==> config.mk <==
export PLATFORM = sky130hd
export DESIGN_NAME = mfp_eic_sink
export DESIGN_NICKNAME = d
export VERILOG_FILES = /design/src/rtl/mfp_eic_sink.sv
export SDC_FILE = /design/constraint.sdc
export NUM_CORES = 1
export LEC_CHECK = 0
export BUFFER_PORTS_ARGS = -buffer_cell sky130_fd_sc_hd__buf_2
export CORE_MARGIN = 2
export CORE_UTILIZATION = 45
export CTS_CLUSTER_DIAMETER = 200
export CTS_CLUSTER_SIZE = 10
export DETAILED_ROUTE_END_ITERATION = 12
export GPL_TIMING_DRIVEN = 0
export PLACE_DENSITY = 0.68
export SYNTH_ARGS = -nofsm -noshare
export SYNTH_HDL_FRONTEND = slang
export SYNTH_SLANG_ARGS = --single-unit
==> constraint.sdc <==
create_clock -name CLK -period 5.5 [get_ports CLK]
set_input_delay 1.1 -clock CLK [delete_from_list [all_inputs] [get_ports CLK]]
set_output_delay 1.1 -clock CLK [all_outputs]
set_load 0.02 [all_outputs]
==> src/rtl/mfp_eic_sink.sv <==
// Purpose : core-side EIC consumer; arbitrates RIPL vs current IPL, acknowledges, enters and nests handlers.
// Latency : accept in cycle N -> EIC_IAck in N+1 -> new IPL/handler_valid in N+2 -> next accept in N+3.
// Backpres: requests at or below IPL, or with the priority stack full, stay pending and are not acknowledged.
//
// Ports:
//   CLK, RESETn                 clock (rising edge), synchronous active-low reset
//   EIC_Present/Interrupt/Vector/Offset/ShadowSet   controller request bundle
//   int_enable, eret            global interrupt enable, handler-return pulse
//   EIC_IAck, EIC_IPL           acknowledge pulse and current priority level back to the controller
//   handler_valid/handler_addr  one-cycle handler-entry pulse and entered handler address
//   active_vector/shadowset     context of the running handler
//   depth, nest_full, eret_err  nesting depth, stack-full flag, sticky eret-underflow flag
//
// Build option: define EIC_SINK_NESTING_EN for a STACK_DEPTH-entry stack with preemption;
// otherwise a single handler level is supported (accept only at depth 0).
module mfp_eic_sink #(
  parameter int          STACK_DEPTH = 4,
  parameter logic [31:0] EBASE       = 32'h8000_0000
) (
  input  logic        CLK,
  input  logic        RESETn,
  input  logic        EIC_Present,
  input  logic [7:0]  EIC_Interrupt,
  input  logic [5:0]  EIC_Vector,
  input  logic [17:1] EIC_Offset,
  input  logic [3:0]  EIC_ShadowSet,
  input  logic        int_enable,
  input  logic        eret,
  output logic        EIC_IAck,
  output logic [7:0]  EIC_IPL,
  output logic        handler_valid,
  output logic [31:0] handler_addr,
  output logic [5:0]  active_vector,
  output logic [3:0]  active_shadowset,
  output logic [2:0]  depth,
  output logic        nest_full,
  output logic        eret_err
);

`ifdef EIC_SINK_NESTING_EN
  localparam bit NEST_EN = 1'b1;
`else
  localparam bit NEST_EN = 1'b0;
`endif

  // Number of stack entries actually built; one when nesting is disabled.
  localparam int         LIMIT    = NEST_EN ? STACK_DEPTH : 1;
  localparam logic [2:0] LIMIT_M1 = 3'(LIMIT - 1);

  typedef enum logic [1:0] {
    S_RUN,
    S_ACK,
    S_ENTER
  } state_t;

  state_t      state;

  // Request captured in the accept cycle; later changes on the bus are ignored.
  logic [7:0]  lat_ripl;
  logic [5:0]  lat_vec;
  logic [16:0] lat_off;
  logic [3:0]  lat_ss;

  // Saved context of interrupted levels; entry i holds the context present at depth i.
  logic [7:0]  stk_ipl [LIMIT];
  logic [5:0]  stk_vec [LIMIT];
  logic [3:0]  stk_ss  [LIMIT];

  logic [7:0]  top_ipl;
  logic [5:0]  top_vec;
  logic [3:0]  top_ss;
  logic        accept;

  // Entry to restore on eret: the one pushed when the current depth was entered.
  always_comb begin
    top_ipl = '0;
    top_vec = '0;
    top_ss  = '0;
    for (int i = 0; i < LIMIT; i++) begin
      if (depth == 3'(i + 1)) begin
        top_ipl = stk_ipl[i];
        top_vec = stk_vec[i];
        top_ss  = stk_ss[i];
      end
    end
  end

  // nest_full also covers the single-level build, where it means depth != 0.
  // eret has priority: a simultaneous request is re-evaluated against the restored IPL.
  assign accept = EIC_Present & int_enable & (EIC_Interrupt > EIC_IPL) & ~nest_full & ~eret;

  always_ff @(posedge CLK) begin
    if (!RESETn) begin
      state            <= S_RUN;
      EIC_IAck         <= 1'b0;
      handler_valid    <= 1'b0;
      eret_err         <= 1'b0;
      EIC_IPL          <= '0;
      handler_addr     <= '0;
      active_vector    <= '0;
      active_shadowset <= '0;
      depth            <= '0;
      nest_full        <= 1'b0;
      lat_ripl         <= '0;
      lat_vec          <= '0;
      lat_off          <= '0;
      lat_ss           <= '0;
      for (int i = 0; i < LIMIT; i++) begin
        stk_ipl[i] <= '0;
        stk_vec[i] <= '0;
        stk_ss[i]  <= '0;
      end
    end else begin
      EIC_IAck      <= 1'b0;
      handler_valid <= 1'b0;
      case (state)
        S_RUN: begin
          if (eret) begin
            if (depth != 3'd0) begin
              EIC_IPL          <= top_ipl;
              active_vector    <= top_vec;
              active_shadowset <= top_ss;
              depth            <= depth - 3'd1;
              nest_full        <= 1'b0;
            end else begin
              eret_err <= 1'b1;
            end
          end else if (accept) begin
            lat_ripl <= EIC_Interrupt;
            lat_vec  <= EIC_Vector;
            lat_off  <= EIC_Offset;
            lat_ss   <= EIC_ShadowSet;
            EIC_IAck <= 1'b1;
            state    <= S_ACK;
          end
        end
        S_ACK: begin
          for (int i = 0; i < LIMIT; i++) begin
            if (depth == 3'(i)) begin
              stk_ipl[i] <= EIC_IPL;
              stk_vec[i] <= active_vector;
              stk_ss[i]  <= active_shadowset;
            end
          end
          EIC_IPL          <= lat_ripl;
          active_vector    <= lat_vec;
          active_shadowset <= lat_ss;
          depth            <= depth + 3'd1;
          nest_full        <= (depth == LIMIT_M1);
          // Offset is in halfwords; the add wraps modulo 2^32.
          handler_addr     <= EBASE + {14'd0, lat_off, 1'b0};
          handler_valid    <= 1'b1;
          state            <= S_ENTER;
        end
        S_ENTER: begin
          state <= S_RUN;
        end
        default: begin
          state <= S_RUN;
        end
      endcase
    end
  end

endmodule
==> summary.md <==
| Metric | Value |
|---|---|
| HPWL Detailed | `7060 um` |
| Clock Skew | `between 7 and 8 ps` |
| Vias/cell | `a little under 5` |
| CP arrival | `2750 ps` |
| Netlist cell types | `37` |
| Post-synthesis mux area share | `between 8 and 9%` |
| PwrDens | `~410 mW/mm2` |
| Fin. max-slew vios | `0` |
| Post-Route WL | `about 10,000 um` |
| Slew HR | `55.3%` |
| Vert. Die Dim | `about 100 um` |
| Fillers | `between 800 and 900` |
| Core box area | `between 0.009 and 0.01 mm2` |
| Largest net degree at the start of global routing | `17` |
| CP Launch Type | `input pin` |
| Vias | `~3,400` |
| Insertion delay to the later sink of the worst-skew pair | `about 350 ps` |
| Wire per inst | `around 15 um` |
| Drt drc | `0` |
| P_leak | `roughly 2.3 nW` |
| R2R depth | `8` |
| Top cells by area, synth | `dfxtp_1, edfxtp_1, nand2_1` |
| Most frequent cell after synthesis | `nand2_1` |
| Fmax | `roughly 0.38 GHz` |
| First drt pass iteration count | `4` |
| PortBufs | `81` |
| Yosys reg bits | `between 90 and 100` |
| Area Growth Syn to Fin | `19.9%` |
| Register Area | `0.00214 mm2` |
| Multi-input logic area | `around 0.0018 mm2` |
| Postcts setup bufs | `0` |
| I/O Pins | `97` |
| CP startpoint | `RESETn` |
| RSZ-0062 raised after global routing | `false` |
| Top post-synthesis cells by count | `nand2_1, dfxtp_1, mux2i_1, edfxtp_1, a21boi_0` |
| Worst IR Drop VDD | `~230 uV` |
| Die Area | `between 0.01 and 0.015 mm2` |
| Mean Syn Cell Area | `around 9.6 um2` |
| Antenna Cells | `0` |
| Setup TNS Final | `0 ps` |
| Buffer depth of the longest clock path | `2` |
| WP data required | `around 5600 ps` |
| R2R setup slack | `approximately 3500 ps` |
| Adder-Cell Fraction of Synth Area | `around 3.5%` |
| First-pass GRT wire length | `~16,000 um` |
| Critical Path End Type | `flop` |
| Outcome | `finished clean` |
| All-Layer GR Usage | `approximately a fifth` |
| Ys Warns | `0` |
| Area fraction in compound gates after synthesis | `11.1%` |
| Largest family of logic cells by synthesized area | `simple AND/OR/NAND/NOR gates` |
| CP endpoint | `stk_ipl[0][0]` |
| CTS Root Cell | `clkbuf_8` |
| HP Class | `flop to flop` |
| Hold Fails Final Rpt | `0` |
| Max H-tree Level | `3` |
| Final ANT Viol Nets | `0` |
| Place WS | `2470 ps` |
| Worst hold slack | `464 ps` |
| Post-layout min period | `2640 ps` |
| Register area share after synthesis | `50.1%` |
| Die W | `101 um` |
| Design Area, Final | `0.00512 mm2` |
| Slew @ Worst Pin | `671 ps` |
| Routability cong. | `~0.78` |
| DRT iter0 DRCs | `~180` |
| Number of enable flip-flop cells after synthesis | `18` |
| # nets final | `604` |
| Max cap viols | `0` |
| # clock sinks | `roughly 100` |
| Area leader, netlist | `dfxtp_1` |
| Post-Synth XOR/XNOR Area | `less than 1%` |
| Cell area after synthesis | `between 0.004 and 0.005 mm2` |
| Inserted Clock Buffers | `9` |
| Share of cells above drive strength 1 | `~23%` |
| Clock-pin slew on the worst setup and hold paths | `90 ps` |
| Initial Utilization | `46.2%` |
| Vias in the first global route | `between 3,000 and 4,000` |
| Crit Path Class | `input pin to flop` |
| Crit-path max FO | `13` |
| Setup ws final | `roughly 2900 ps` |
| Resized Gates After CTS | `0` |
| Area share of the largest cell type after synthesis | `between 30% and 40%` |
| Setup violations, final | `0` |
| # hold bufs at CTS | `0` |
| Fin crit share | `a little under half` |
| # rows | `35` |
| Ys async rst share | `0%` |
| Post-place instance area | `slightly below 0.005 mm2` |
| Prevailing post-synth register cell | `dfxtp_1` |
| Total grt overflow | `0` |
| Worst R2R End | `active_vector[3]` |
| Synth Area in Simple Gates | `~18%` |
| CTS tree | `done` |
| Post-Synthesis Cells | `between 400 and 500` |
| Initial antenna violation count | `0` |
| Reg-to-Reg Start | `depth[0]` |
[worst max-delay path, cell delays in order]
cell	delay, ps
clkbuf_1	240
clkbuf_1	410
clkbuf_1	500
o21ai_2	260
buf_8	230
[kinds of logic after synthesis]
family | count (synthesis)
other | 1
buffers and inverters | 58
and+or+nand+nor | 178
muxes | 35
xor gates and xnor gates | 2
AOI/OAI and AO/OA | 62
DFF | 98
adders and majority gates | 12
[area by class of cell]
| cell class | instances | area share, % |
|---|---|---|
| Multi-Input combinational cell | 303 | 35.8 |
| Tap cell | 129 | 3.15 |
| Buffer | 44 | 5.79 |
| Timing Repair Buffer | 82 | 8.21 |
| Inverter | 14 | 1.03 |
| Sequential cell | 98 | 41.8 |
| Clock inverter | 6 | 1.73 |
| Clock buffer | 10 | 2.49 |
[how the worst min path moves through the flow]
| stage | from | endpoint | slack, ps | depth (start not counted) |
|---|---|---|---|---|
| after floorplan | lat_off[0] | lat_off[0] | 430 | 2 |
| final | handler_addr[11] | handler_addr[11] | 460 | 2 |
| after CTS | lat_off[5] | lat_off[5] | 460 | 2 |
| after global routing | lat_off[5] | lat_off[5] | 480 | 2 |
| after detailed placement | lat_ss[0] | lat_ss[0] | 450 | 2 |
| after global placement | lat_off[14] | lat_off[14] | 440 | 2 |
[per-stage QoR]
step / std cells / util [%] / total power, mW
4_1_cts: 686 / 55.4 / 2.11
5_1_grt: 686 / 55.4 / 2.22
3_3_place_gp: 669 / 52.9 / 1.59
3_5_place_dp: 670 / 53.1 / 1.61
6_report: 686 / 55.4 / 2.10
2_1_floorplan: 459 / - / 1.38
[flip-flops by register name (all words and copies together) (netlist names)]
signal and count:
active_vector 6, state 2, lat_ripl 8, stk_ss 4, EIC_IPL 8, active_shadowset 4, lat_off 17, depth 3
eret_err 1, lat_ss 4, handler_addr 18, EIC_IAck 1, stk_ipl 8, stk_vec 6, lat_vec 6, handler_valid 1
nest_full 1
[where the power goes]
part	total [mW]	switching, mW	internal [mW]
logic	0.691	0.433	0.257
registers	0.901	0.0694	0.831
clock network	0.509	0.251	0.257
[layer usage]
layer / up-vias / track usage (%) / share of wire (%) / routed length (um)
met5: - / 0 / 0 / 0
met2: 109 / 32.1 / 45 / 4540
met4: 0 / 6.24 / 1.0 / 105
met3: 12 / 3.17 / 4.7 / 475
met1: 1550 / 27.4 / 49 / 4910
li1: 1683 / - / - / -
[cell usage in the layout (no fill, tap or decap), types with 2 or more instances in the layout]
cell type	count
inv_1	14
nor4b_1	4
buf_8	2
dfxtp_1	80
clkinvlp_4	2
nand2b_1	2
xnor2_1	2
and2_1	16
bufinv_16	2
a21oi_1	9
a21boi_0	17
nor2b_1	4
ha_1	12
nor3_1	13
buf_12	3
buf_4	16
conb_1	14
clkbuf_8	9
o211a_1	14
mux2i_1	35
edfxtp_1	18
nand3_1	2
nor2_1	6
buf_2	90
clkbuf_1	16
a22oi_1	14
nand2_1	126
Power figures use the tool's default switching activity.
